===== config.mk =====
export PLATFORM = sky130hd
export DESIGN_NAME = display_sampler
export DESIGN_NICKNAME = d
export VERILOG_FILES = /design/src/rtl/display_sampler_pkg.sv /design/src/rtl/sampler_channel.sv /design/src/rtl/display_sampler.sv
export SDC_FILE = /design/constraint.sdc
export NUM_CORES = 1
export LEC_CHECK = 0
export BUFFER_PORTS_ARGS = -buffer_cell sky130_fd_sc_hd__clkbuf_2
export CAP_MARGIN = 20
export CORE_ASPECT_RATIO = 0.7
export CORE_MARGIN = 3
export CORE_UTILIZATION = 56
export DETAILED_ROUTE_END_ITERATION = 8
export PLACE_DENSITY = 0.85
export REMOVE_ABC_BUFFERS = 1
export SETUP_SLACK_MARGIN = 0.02
export SYNTH_ARGS = -nofsm -noshare
export SYNTH_HDL_FRONTEND = slang
export SYNTH_SLANG_ARGS = --single-unit

===== constraint.sdc =====
create_clock -name clk -period 3.5 [get_ports clk]
set_clock_uncertainty 0.1 [all_clocks]
set_input_delay 0.175 -clock clk [delete_from_list [all_inputs] [get_ports clk]]
set_output_delay 0.175 -clock clk [all_outputs]
set_load 0.02 [all_outputs]

===== src/rtl/display_sampler_pkg.sv =====
// Shared definitions for the display sampler: mode encodings and default parameters.
package display_sampler_pkg;

  typedef enum logic [1:0] {
    MODE_SNAP = 2'b00,
    MODE_AVG  = 2'b01,
    MODE_PEAK = 2'b10,
    MODE_RSVD = 2'b11
  } mode_e;

  localparam int DEF_CH       = 4;
  localparam int DEF_W        = 16;
  localparam int DEF_PERIOD   = 1000000;
  localparam int DEF_AVG_LOG2 = 4;

endpackage


===== src/rtl/sampler_channel.sv =====
// One channel of the display sampler: last/average/peak trackers and the value
// offered to the display register on an update tick.
module sampler_channel
  import display_sampler_pkg::*;
#(
  parameter int W        = DEF_W,
  parameter int AVG_LOG2 = DEF_AVG_LOG2
) (
  input  logic         clk,
  input  logic         rst,
  input  logic         in_valid,
  input  logic [W-1:0] sample,
  input  mode_e        mode,
  input  logic         clr,
  input  logic         tick,
  output logic [W-1:0] sel_val,
  output logic         sel_ok
);

  localparam int AW = W + AVG_LOG2;
  localparam logic [AVG_LOG2-1:0] CNT_LAST = '1;

  logic [W-1:0]        last_q;
  logic [W-1:0]        avg_q;
  logic [W-1:0]        peak_q;
  logic [AW-1:0]       acc_q;
  logic [AVG_LOG2-1:0] cnt_q;
  logic                seen_q;

  logic [AW-1:0] acc_sum;
  logic [W-1:0]  peak_now;

  assign acc_sum  = acc_q + AW'(sample);
  assign peak_now = (in_valid && sample > peak_q) ? sample : peak_q;

  // NOTE: every tracker is a handful of flops, so all of it is cleared by the
  // async reset; state registers use non-blocking assignments only.
  always_ff @(posedge clk or negedge rst) begin
    if (!rst) begin
      last_q <= '0;
      avg_q  <= '0;
      peak_q <= '0;
      acc_q  <= '0;
      cnt_q  <= '0;
      seen_q <= 1'b0;
    end else begin
      if (in_valid) last_q <= sample;

      if (clr) begin
        acc_q <= '0;
        cnt_q <= '0;
      end else if (in_valid) begin
        if (cnt_q == CNT_LAST) begin
          avg_q <= acc_sum[AW-1:AVG_LOG2];
          acc_q <= '0;
          cnt_q <= '0;
        end else begin
          acc_q <= acc_sum;
          cnt_q <= cnt_q + AVG_LOG2'(1);
        end
      end

      // The tick-cycle sample was already folded into peak_now for the closing window.
      if (clr || tick) begin
        peak_q <= '0;
        seen_q <= 1'b0;
      end else if (in_valid) begin
        peak_q <= peak_now;
        seen_q <= 1'b1;
      end
    end
  end

  // NOTE: outputs get defaults before the case so no path can infer a latch.
  always_comb begin
    sel_val = in_valid ? sample : last_q;
    sel_ok  = 1'b1;
    case (mode)
      MODE_AVG:  sel_val = avg_q;
      MODE_PEAK: begin
        sel_val = peak_now;
        sel_ok  = seen_q | in_valid;
      end
      default: ;
    endcase
  end

endmodule


===== src/rtl/display_sampler.sv =====
// Multi-channel sample-and-hold that refreshes display values once per PERIOD
// cycles from the last, block-averaged or peak ADC sample.
module display_sampler
  import display_sampler_pkg::*;
#(
  parameter int CH       = DEF_CH,
  parameter int W        = DEF_W,
  parameter int PERIOD   = DEF_PERIOD,
  parameter int AVG_LOG2 = DEF_AVG_LOG2
) (
  input  logic            clk,
  input  logic            rst,
  input  logic [1:0]      mode,
  input  logic            hold,
  input  logic            in_valid,
  input  logic [CH*W-1:0] data_in,
  output logic [CH*W-1:0] data_out,
  output logic            upd_stb
);

  localparam int CW = (PERIOD > 1) ? $clog2(PERIOD) : 1;
  localparam logic [CW-1:0] CNT_MAX = CW'(PERIOD - 1);

  logic [CW-1:0] cnt_q;
  mode_e         mode_q;
  mode_e         mode_in;
  logic          tick;
  logic          clr;
  logic          load;

  logic [W-1:0]  sel_val [CH];
  logic [CH-1:0] sel_ok;
  logic [W-1:0]  out_q   [CH];

  assign mode_in = mode_e'(mode);
  assign tick    = (cnt_q == CNT_MAX);
  assign clr     = (mode_in != mode_q);
  assign load    = tick & ~hold;

  // Free-running prescaler; neither hold nor mode ever stalls it.
  always_ff @(posedge clk or negedge rst) begin
    if (!rst) begin
      cnt_q   <= '0;
      mode_q  <= MODE_SNAP;
      upd_stb <= 1'b0;
    end else begin
      cnt_q   <= tick ? '0 : cnt_q + CW'(1);
      mode_q  <= mode_in;
      upd_stb <= load;
    end
  end

  for (genvar g = 0; g < CH; g++) begin : g_ch
    sampler_channel #(
      .W        (W),
      .AVG_LOG2 (AVG_LOG2)
    ) u_ch (
      .clk      (clk),
      .rst      (rst),
      .in_valid (in_valid),
      .sample   (data_in[g*W +: W]),
      .mode     (mode_q),
      .clr      (clr),
      .tick     (tick),
      .sel_val  (sel_val[g]),
      .sel_ok   (sel_ok[g])
    );
  end

  // A PEAK window with no samples keeps the old value yet still strobes.
  always_ff @(posedge clk or negedge rst) begin
    if (!rst) begin
      for (int k = 0; k < CH; k++) out_q[k] <= '0;
    end else if (load) begin
      for (int k = 0; k < CH; k++) begin
        if (sel_ok[k]) out_q[k] <= sel_val[k];
      end
    end
  end

  always_comb begin
    data_out = '0;
    for (int k = 0; k < CH; k++) data_out[k*W +: W] = out_q[k];
  end

endmodule


==> results.yml <==
critical_path:
  crit_end: "g_ch[2].u_ch.acc_q[18]$_DFFE_PN0P_"
  r2r_start: "g_ch[2].u_ch.acc_q[0]$_DFFE_PN0P_"
  end_kind: "flip-flop"
  critPathLaunch: "g_ch[2].u_ch.acc_q[0]$_DFFE_PN0P_"
  crit_arrival_ns: 3.30
  ff2ff_setup_slack_ns: 0.51
  crit_chain: "ha_1 > inv_1 > fa_1 > nor2b_1 > o211ai_1 > a21boi_0 > o31a_1 > o21ai_0 > nor2_1 > o21ai_0 > a22o_1"
  critPathRequiredTime_ns: 3.81
  reg2reg_to: "g_ch[2].u_ch.acc_q[18]$_DFFE_PN0P_"
  cp-start-kind: "flip-flop"
  critPathMaxStageDelay_ns: 0.40
  cp_common_cell: "o21ai_0"
  crit_path_top_delay_cell: "fa_1"
  worstSetupPathType: "flip-flop to flip-flop"
  reg2regPathDepth: 11
  worst-path-max-fanout: 4
pwr:
  p_sw_mw: 2.79
  p_sw_share_pct: 27.6
  seqPwrFrac_pct: 45.7
  vdd.ir_drop.worst_mv: 0.303
  p_int_mw: 7.35
  powerDensity_nw_per_um2: 433
  p_comb_share_pct: 15.8
  p_clk_share_pct: 38.5
  p_leak_nw: 11.1
timing:
  period_share_pct: 85.5
  hold_viol_final: 0
  grt_setup_unrepaired: "false"
  finalSetupViolations: 0
  slew_headroom_pct: 32.1
  max_freq_ghz: 0.334
  holdWs_ns: 0.148
  tightest_slew_ns: 1.02
  finalCriticalPeriod_ns: 2.99
  final_max_slew_viol_count: 0
place:
  dp_hpwl_um: 34700
  gp_congestion: 0.893
  postPlaceCellArea_um2: 21600
  portBuffers: 134
  placed_cells: 2549
routing:
  viasPerCell: 6.14
  route.detailed.drc: 0
  drt_wl_total_um: 52800
  routedWlPerCell_um: 19.7
  drtAntennaViolNets: 0
  first_pass_iters: 7
  drtIter0Drc: 1368
  vias: 16463
logic_synthesis:
  synth_area_leader_cell: "dfrtp_1"
  synth_top_area_share_pct: 45.9
  avgSynthCellArea_um2: 10.1
  yosysSeqAreaShare_pct: 45.9
  synth.distinct_cells: 67
  synthCells: 2022
  synth.area.top_cells: "dfrtp_1, ha_1, mux2_2, nand2_1, o21ai_0"
  ys_warn_count: 0
  synth_ff_type: "dfrtp_1"
  async_flop_share_pct: 100
  syn_area_um2: 20500
  synth_edf_count: 0
  ys_seq_elements: 376
floorplanning:
  die_w_um: 235
  die_h_um: 166
  rows: 57
  start_util_pct: 58.0
  io-pin-count: 135
  die_area_um2: 39000
  coreArea_um2: 35400
clock_tree:
  clkLatencyLatePin_ns: 0.54
  cts_made_buffers: 37
  clock_sinks: 376
  cts_resized: 0
  cts-root-buf: "clkbuf_16"
  clk_pin_slew_ns: 0.06
  cts_tree: "done"
  clock_path_buffers: 3
  htreeDepth: 2
run_status:
  status: "completed"
job:
  cap_violations: 0
hold_path:
  hold_class: "input pin to asynchronous set/reset pin"
global_route:
  grt_pass1_wl_um: 86500
  grt_pass1_vias: 16430
  grt_usage_pct: 26.6
  grt_max_degree: 99
  antenna_found_initial: 0
  gr-total-overflow: 0
finish:
  fin_nets: 2394
  fin_area_um2: 23400
  mostFrequentLayoutCell: "dfrtp_1"
  final_cell_count_no_fill: 2681
  layout-drive-gt1-share_pct: 16.3
  layout_common_cells: "dfrtp_1, nand2_1, ha_1"
  antennaDiodeCount: 0
  area_growth_pct: 14.2
[cells in the mapped netlist (41+ instances only)]
| cell type | count |
|---|---|
| a21oi_1 | 114 |
| a22o_1 | 45 |
| a31oi_1 | 42 |
| clkbuf_1 | 68 |
| dfrtp_1 | 376 |
| ha_1 | 135 |
| inv_1 | 92 |
| mux2_2 | 130 |
| nand2_1 | 182 |
| nor2_1 | 127 |
| nor2b_1 | 46 |
| o21ai_0 | 129 |
| xnor2_1 | 41 |
| xor2_1 | 53 |
[power by group through the flow]
stage / clock network, mW / registers (mW) / logic [mW]
after floorplan: 0 / 4.68 / 0.986
after global routing: 4.15 / 4.66 / 1.76
final: 3.90 / 4.64 / 1.60
after global placement: 0 / 4.70 / 1.44
after detailed placement: 0 / 4.71 / 1.50
after CTS: 3.96 / 4.64 / 1.58
[area by class of cell]
cell class	count	area [um^2]
Fill cell	2680	12000
Multi-Input combinational cell	1452	10300
Sequential cell	376	9410
Timing Repair Buffer	226	1610
Clock buffer	52	1050
Tap cell	472	591
Inverter	92	345
Clock inverter	11	97.6
[worst max-delay path: cells and delay by family (launching register included)]
kind                       cells  cell delay [ns]
AOI/OAI and AO/OA              6             1.31
adders and majority gates      2             0.58
buffers and inverters          1             0.06
DFF                            1             0.35
and+or+nand+nor                2             0.45
[metal layers]
layer,up-vias,GRT usage [%],wire (um)
li1,7513,-,-
met1,8171,38.0,23200
met2,677,43.1,24700
met3,102,4.03,3800
met4,0,6.78,1020
met5,-,0,0
[repair_timing]
action,in CTS,in global routing
hold buffers,69,0
setup buffers,0,0
hold endpoints to repair,230,0
[sequential cells by signal, summed over array words and instances, names as in the netlist]
signal	count
g_ch.u_ch.avg_q	64
g_ch.u_ch.seen_q	1
cnt_q	20
g_ch.u_ch.acc_q	80
g_ch.u_ch.cnt_q	16
g_ch.u_ch.peak_q	64
upd_stb	1
mode_q	2
data_out	64
g_ch.u_ch.last_q	64
[per-stage QoR]
stage	TNS [ns]	total power, mW	utilization (%)	setup slack, ns
after global routing	0	10.6	66.2	0.302
after CTS	0	10.2	66.2	0.544
final	0	10.1	66.2	0.509
after global placement	0	6.14	61.0	0.714
after floorplan	-30.82	5.67	-	-0.648
after detailed placement	0	6.22	61.0	0.600
[how the worst min path moves through the flow]
| stage | startpoint | to | slack [ns] | depth (start not counted) |
|---|---|---|---|---|
| after detailed placement | rst | data_out[55]$_DFFE_PN0P_ | 0.13 | 1 |
| after floorplan | rst | cnt_q[0]$_DFF_PN0_ | -0.22 | 0 |
| after global placement | rst | data_out[54]$_DFFE_PN0P_ | 0.13 | 1 |
| final | rst | g_ch[3].u_ch.last_q[2]$_DFF_PN0_ | 0.15 | 2 |
| after CTS | rst | g_ch[3].u_ch.last_q[7]$_DFF_PN0_ | 0.16 | 2 |
| after global routing | rst | g_ch[3].u_ch.last_q[2]$_DFF_PN0_ | 0.21 | 2 |
[cell families after synthesis]
group	after synthesis	synth area share, %
AO/OA/AOI/OAI	546	17.0
AND/OR/NAND/NOR	504	11.5
flip-flops	376	45.9
buffers and inverters	194	3.84
multiplexers	169	9.04
adder cells (fa/ha/maj)	139	8.63
XOR/XNOR	94	4.02
Note: power is estimated with default switching activity, not from simulation.
